===== src/rtl/dso_pkg.sv =====
// dso_pkg: shared capture types and sample RAM geometry for DSO_dig
package dso_pkg;
  localparam int ENTRIES = 512;
  localparam int AW = $clog2(ENTRIES);
  typedef enum logic [1:0] {TRIG_OFF = 2'b00, TRIG_NORM = 2'b01, TRIG_ROLL = 2'b10} trig_type_t;
  typedef enum logic [2:0] {IDLE, ARMING, WAIT_TRIG, POST, ROLL, DONE} cap_state_t;
endpackage


===== src/rtl/smpl_decimator.sv =====
// smpl_decimator: keeps 1 of every 2^decimator ADC sample strobes
module smpl_decimator (
  input  logic       clk,
  input  logic       rst_n,
  input  logic       smpl_vld,
  input  logic [3:0] decimator,
  input  logic       clr,
  output logic       smpl_q
);
  logic [15:0] cnt;
  logic [15:0] lim;
  assign lim = 16'((17'd1 << decimator) - 17'd1);
  assign smpl_q = smpl_vld && cnt == lim;
  // prescale counter restarts after each qualified strobe or when capture is idle
  always_ff @(posedge clk or negedge rst_n)
    if (!rst_n) cnt <= '0;
    else if (clr) cnt <= '0;
    else if (smpl_vld) cnt <= smpl_q ? '0 : cnt + 16'd1;
endmodule


===== src/rtl/capture_ctrl.sv =====
// capture_ctrl: circular sample RAM write sequencer with pre/post trigger windows
module capture_ctrl import dso_pkg::*; #(
  parameter int ENTRIES = dso_pkg::ENTRIES,
  parameter int AW = $clog2(ENTRIES)
) (
  input  logic          clk,
  input  logic          rst_n,
  input  logic          smpl_vld,
  input  logic [3:0]    decimator,
  input  logic [1:0]    trig_type,
  input  logic [AW-1:0] trig_pos,
  input  logic          triggered,
  input  logic          clr_cap_done,
  output logic          we,
  output logic [AW-1:0] waddr,
  output logic [AW-1:0] trace_end,
  output logic          armed,
  output logic          capture_done
);
  cap_state_t state;
  logic smpl_q;
  logic writing;
  logic trig_off;
  logic [AW:0] cnt;
  logic [AW:0] cnt_inc;
  logic [AW:0] arm_lvl;
  smpl_decimator u_dec (
    .clk(clk),
    .rst_n(rst_n),
    .smpl_vld(smpl_vld),
    .decimator(decimator),
    .clr(state == IDLE || state == DONE),
    .smpl_q(smpl_q)
  );
  assign writing = state == ARMING || state == WAIT_TRIG || state == POST || state == ROLL;
  assign we = smpl_q && writing && !(state == WAIT_TRIG && triggered && trig_pos == '0);
  assign trig_off = trig_type[0] == trig_type[1];
  assign cnt_inc = cnt + (AW+1)'(we);
  assign arm_lvl = (AW+1)'(ENTRIES) - (AW+1)'(trig_pos);
  // capture sequencer: address generation, sample counting and state transitions
  always_ff @(posedge clk or negedge rst_n)
    if (!rst_n) begin
      state <= IDLE;
      waddr <= '0;
      trace_end <= '0;
      armed <= 1'b0;
      capture_done <= 1'b0;
      cnt <= '0;
    end else begin
      if (we) begin
        waddr <= waddr + 1'b1;
        trace_end <= waddr;
      end
      if (trig_off) begin
        state <= IDLE;
        armed <= 1'b0;
        capture_done <= 1'b0;
      end else
        case (state)
          IDLE: begin
            cnt <= '0;
            state <= trig_type == TRIG_NORM ? ARMING : ROLL;
          end
          ARMING: begin
            cnt <= cnt_inc;
            if (we && cnt_inc == arm_lvl) begin
              state <= WAIT_TRIG;
              armed <= 1'b1;
            end
          end
          WAIT_TRIG:
            if (triggered) begin
              armed <= 1'b0;
              cnt <= (AW+1)'(we);
              if (trig_pos == '0 || (we && trig_pos == AW'(1))) begin
                state <= DONE;
                capture_done <= 1'b1;
              end else state <= POST;
            end
          POST: begin
            cnt <= cnt_inc;
            if (we && cnt_inc == (AW+1)'(trig_pos)) begin
              state <= DONE;
              capture_done <= 1'b1;
            end
          end
          ROLL: if (trig_type != TRIG_ROLL) state <= IDLE;
          DONE:
            if (clr_cap_done) begin
              state <= IDLE;
              capture_done <= 1'b0;
            end
          default: state <= IDLE;
        endcase
    end
endmodule


===== config.mk =====
export PLATFORM = sky130hd
export DESIGN_NAME = capture_ctrl
export DESIGN_NICKNAME = d
export VERILOG_FILES = /design/src/rtl/dso_pkg.sv /design/src/rtl/smpl_decimator.sv /design/src/rtl/capture_ctrl.sv
export SDC_FILE = /design/constraint.sdc
export NUM_CORES = 1
export LEC_CHECK = 0
export ABC_AREA = 1
export CELL_PAD_IN_SITES_DETAIL_PLACEMENT = 1
export CELL_PAD_IN_SITES_GLOBAL_PLACEMENT = 1
export CORE_ASPECT_RATIO = 1.4
export CORE_UTILIZATION = 35
export CTS_BUF_LIST = sky130_fd_sc_hd__clkbuf_8
export DETAILED_ROUTE_END_ITERATION = 16
export PLACE_DENSITY_LB_ADDON = 0.1
export SLEW_MARGIN = 5
export SYNTH_ARGS = -nofsm -noshare
export SYNTH_HDL_FRONTEND = slang
export SYNTH_SLANG_ARGS = --single-unit

===== constraint.sdc =====
create_clock -name clk -period 10.1 [get_ports clk]
set_input_delay 2.525 -clock clk [delete_from_list [all_inputs] [get_ports clk]]
set_output_delay 2.525 -clock clk [all_outputs]
set_load 0.05 [all_outputs]

Word level (Yosys, flattened, before mapping)
Index checks and enable logic that the tools add are counted.
{"block": "op_classes", "bitwise_logic": 1, "mux": 24, "n_reduce_logical": 25, "addsub": 5, "shifts": 1, "eq_ne": 19}
{"cell": "2-to-1 mux 16 bit", "n": 3}
{"cell": "one-hot mux 10 bit (3 select lines)", "n": 1}
{"cell": "2-to-1 mux 3 bit", "n": 8}
{"cell": "one-hot mux 3 bit (6 select lines)", "n": 1}
{"cell": "adder 16 x 1 -> 16 bit, second input constant", "n": 1}
{"cell": "== test 16 bit", "n": 1}
{"cell": "left shift 1 x 4 -> 16 bit, first input constant", "n": 1}
{"cell": "subtractor 16 x 1 -> 16 bit, second input constant", "n": 1}
{"cell": "!= test 3 x 2 -> 1 bit, second input constant", "n": 4}
{"cell": "adder 10 x 1 -> 10 bit", "n": 1}
{"cell": "== test 10 bit", "n": 1}
{"cell": "== test 10 x 9 -> 1 bit", "n": 1}
{"cell": "2-to-1 mux 10 bit", "n": 1}
{"cell": "AND reduction 5 bit", "n": 2}
{"cell": "subtractor 10 x 9 -> 10 bit, first input constant", "n": 1}
{"cell": "adder 9 x 1 -> 9 bit, second input constant", "n": 1}
{"cell": "== test 9 x 1 -> 1 bit, second input constant", "n": 1}
{"cell": "zero test 9 bit", "n": 1}
{"cell": "logical AND 1 bit", "n": 8}
{"cell": "2-to-1 mux 1 bit", "n": 8}
{"cell": "== test 3 x 2 -> 1 bit, second input constant", "n": 2}
{"cell": "== test 3 bit, second input constant", "n": 2}
{"cell": "!= test 3 bit, second input constant", "n": 2}
{"cell": "AND reduction 3 bit", "n": 2}
{"cell": "other kinds (14)", "n": 20}
{"block": "totals", "ff_bits": 49, "word_cells": 82, "inputBits": 20}

Depth between registers and ports, before layout
{"block": "depth", "word_depth": 12, "depth_mapped": 33, "depth_no_buf": 32}

By module
Synthesis repeated with hierarchy kept, for this count alone.
{"block": "unflattened", "cells_unflattened": 615, "area_unflattened_um2": 3996.3}
{"module": "capture_ctrl", "area_per_inst_um2": 2304.7, "n_inst": 1, "cells_each": 340}
{"module": "smpl_decimator", "area_per_inst_um2": 1691.6, "n_inst": 1, "cells_each": 275}

Least setup slack after synthesis
OpenSTA, ideal clock, no wires.
{"block": "synth_path", "path_kind": "in2out", "start": "input port decimator[2]", "end": "output port we", "required_ns": 7.575, "cell_stages": 14, "path_buffers": 1, "t_arrival_ns": 4.243, "path_slack_ns": 3.332, "cell_sequence": "buf_6 nor2_8 nand3_1 ha_1 inv_1 nand2_1 nand3_1 nor2_2 nand2_1 nor2_1 nand2_1 nor2_2 nand3_2 nor2_4"}
{"block": "synth_via", "elab_chain_len": 6}
{"element": "from (decl)", "line_no": "capture_ctrl.sv:9", "text": "input logic [3:0] decimator,"}
{"element": "left shift 1 x 4 -> 16 bit", "line_no": "smpl_decimator.sv:12", "text": "assign lim = 16'((17'd1 << decimator) - 17'd1);"}
{"element": "subtractor 16 x 1 -> 16 bit", "line_no": "smpl_decimator.sv:12"}
{"element": "== test 16 bit", "line_no": "smpl_decimator.sv:13", "text": "assign smpl_q = smpl_vld && cnt == lim;"}
{"element": "logical AND 1 bit", "line_no": "smpl_decimator.sv:13"}
{"element": "logical AND 1 bit (2 in a row)", "line_no": "capture_ctrl.sv:36", "text": "assign we = smpl_q && writing && !(state == WAIT_TRIG && triggered && trig_pos == '0);"}
{"element": "to (decl)", "line_no": "capture_ctrl.sv:14", "text": "output logic we,"}
Every way passes these cells.

Worst setup path after layout
{"block": "layout_path", "start": "input port decimator[3]", "end": "output port we"}
The elaborated chain is that of the path after synthesis.

==> run metrics <==
status=finished clean; # DRC=0; cts repair resizes=0; post-synthesis net count=roughly 640; fin cells=between 800 and 900; complex-gate fraction of the synthesized area=under 10%; Via density=around 5.1; largest family of logic cells by synthesized area=simple AND/OR/NAND/NOR gates; gr ovfl total=0; largest area contributor in the netlist=dfrtp_1; post-synthesis mux area share=0%; vias in the first global route=approximately 4,400; Post-synth ARST share=100.0%; largest net degree at the start of global routing=50; PwrDens=about 130 mW/mm^2; measured slew at the worst slew-check pin=just over 0.9 ns; crit path launch type=input port; initial antenna violation count=0; Post-Route WL=roughly 13,000 um; critical path class=in2out; Worst EP required=roughly 7.6 ns; Synth top cells by count=nand2_1 (175), inv_1 (84), nand3_1 (64), nor2_1 (61), dfrtp_1 (49); maximum clock path buffer count=2; register area=between 0.001 and 0.0015 mm^2; DRT iter0 DRCs=roughly 150; Worst Hold Depth=2; worst relative slew slack=39.20%; final setup vio count=0; first-pass GRT wire length=21,020 um; reg2reg setup slack=around 5.8 ns; Crit. End Element=output pin; multi-input logic area=0.002401 mm^2; Primary FF master, synth=dfrtp_1; r2r worst-path depth=26; Core Area=0.01128 mm^2; EDFF count, synth=0; Data arrival, critical path=6.05 ns; die height=around 130 um; Fin Hold WS=just under 0.5 ns; Max Clk Rate=116.7 MHz; ranking of synthesized cells by area=dfrtp_1 (30%), nand2_1 (16%), nand3_1 (7.9%); clock root buffer=clkbuf_8; layout cell share with drive strength beyond 1=under 10%; Post-Synth XOR/XNOR Area=about 5%; Post-DRT Antenna Nets=0; final weighted congestion in routability-driven placement=0.9415; Port Buffers=40; Synth Area in Adders=3.087%; CTS tree=done; Post-layout nets=686; Final Hold Viols=0; Final Cycle Share=a little over four fifths; max-slew violations=0; reg-to-reg startpoint=u_dec.cnt[7]; setup TNS=0 ns; Clock transition at path regs=around 0.1 ns; leak pwr=about 2.2 nW; dpl hpwl=about 11,000 um; hold path endpoint=trace_end[0]; Hold Buf Count CTS=0; total CTS buffers=5; simple-gate share of the synthesized area=between 40% and 50%; number of synthesized register bits=49; Worst Hold Class=reg2reg; sequential area share after synthesis=between 30 and 40%; Period minus WS final=between 8 and 9 ns; Starting Density=a little over a third; RR Endpoint=state[2]; ANT cells=0; Post-CTS Setup Bufs=0; clock tree sinks=between 40 and 50; synth-to-layout area growth=16.58%; top-area cell type share of the netlist area=between 30 and 40%; Unique masters post-synth=38; top-count cell post-synth=nand2_1; Hold Startpoint=trace_end[0]; clock skew=0.005057 ns; RSZ-0062 raised after global routing=no; yosys warns=0; GRT Resource Usage Total=22.58%; Die X=just over 90 um; Placed Cells=793; I/O pin cnt=a little over 40; Mean Syn Cell Area=6.611 um^2; drt wl/cell=~16 um; Post-Syn Area=0.004053 mm^2; filler cell count=approximately 1,500; maximum VDD drop=0.05411 mV; H-Tree Depth=2; Site Rows=46; 1st-pass router iterations=4; Gate Count Post-Synth=613; vias=between 4,000 and 5,000; Clock Latency Late Sink=between 0.3 and 0.4 ns; Max Cap Viol=0; Worst Path Max Fanout=10; DIE AREA=about 0.012 mm^2
-- per-stage QoR --
step	power [mW]	setup slack [ns]	util (%)	area, um^2
after global routing	0.6370	1.289	41.88	4725
final	0.6029	1.529	41.88	4725
after global placement	0.4259	1.620	40.66	4587
after detailed placement	0.4306	1.516	40.66	4587
after floorplan	0.3609	3.332	-	4053
after CTS	0.6098	1.515	41.88	4725
-- power breakdown --
part | total, mW | switching [mW] | internal (mW)
Clock | 0.177 | 0.0771 | 0.0998
Sequential | 0.222 | 0.0146 | 0.208
Combinational | 0.204 | 0.144 | 0.0600
Total | 0.603 | 0.235 | 0.367
-- cell usage in the layout, fill, tap and decap left out, drive strengths merged --
cell | netlist | routed
buf | 4 | 2
clkdlybuf4s50 | 0 | 39
o21ai | 27 | 27
nor4 | 2 | 2
xnor2 | 4 | 4
dfrtp | 49 | 49
nor2 | 75 | 75
xor2 | 19 | 19
nand4 | 13 | 13
nor3b | 1 | 1
o21a | 2 | 2
a22oi | 1 | 1
and2 | 1 | 1
ha | 10 | 10
clkinv | 2 | 2
nand3 | 68 | 68
or2 | 1 | 1
nand2 | 198 | 198
nor3 | 14 | 14
o32ai | 1 | 1
o31ai | 1 | 1
a21oi | 8 | 8
bufinv | 0 | 2
clkbuf | 1 | 5
nand3b | 1 | 1
o22ai | 14 | 14
a31oi | 1 | 1
inv | 95 | 96
-- registers in the layout, indices dropped and copies added (netlist names) --
| signal | count |
|---|---|
| waddr | 9 |
| u_dec.cnt | 16 |
| capture_done | 1 |
| state | 3 |
| armed | 1 |
| cnt | 10 |
| trace_end | 9 |
-- critical path, stage by stage --
cell             delay (ns)
clkdlybuf4s50_1        0.80
nor2_8                 0.34
nand3_1                0.10
ha_1                   0.30
inv_1                  0.04
nand2_1                0.07
nand3_1                0.10
nor2_2                 0.14
nand2_1                0.07
nor2_1                 0.09
nand2_1                0.07
nor2_2                 0.09
nand3_2                0.13
nor2_4                 0.30
clkdlybuf4s50_1        0.87
-- worst max path at each step --
| stage | start | endpoint | slack (ns) | depth (start not counted) |
|---|---|---|---|---|
| finish | decimator[3] | we | 1.53 | 15 |
| global route | decimator[3] | we | 1.29 | 15 |
| CTS | decimator[3] | we | 1.52 | 15 |
| detailed placement | decimator[3] | we | 1.52 | 15 |
| global placement | decimator[3] | we | 1.62 | 15 |
| floorplan | decimator[2] | we | 3.33 | 14 |
-- area by class of cell --
| cell class | count | area share [%] |
|---|---|---|
| tap | 144 | 3.814 |
| timing repair buffer | 41 | 8.528 |
| clock inverter | 3 | 1.457 |
| sequential | 49 | 25.95 |
| clock buffer | 5 | 1.457 |
| inverter | 97 | 7.971 |
| multi-input combinational | 462 | 50.82 |
-- routing by layer --
metal	up-vias	share of wire, %	GRT usage [%]
met2	67	54	43.21
met4	0	5.4	13.94
met5	-	0	0
met1	1941	39	23.52
met3	37	1.7	1.878
li1	2034	-	-
-- kinds of logic (layout without fill, tap and decap cells) --
kind of cell,count (synthesis),count (layout)
buffers and inverters,102,146
AND/OR/NAND/NOR,374,374
AO/OA/AOI/OAI,55,55
adder cells (fa/ha/maj),10,10
XOR/XNOR,23,23
flip-flops,49,49
Power figures use the tool's default switching activity.
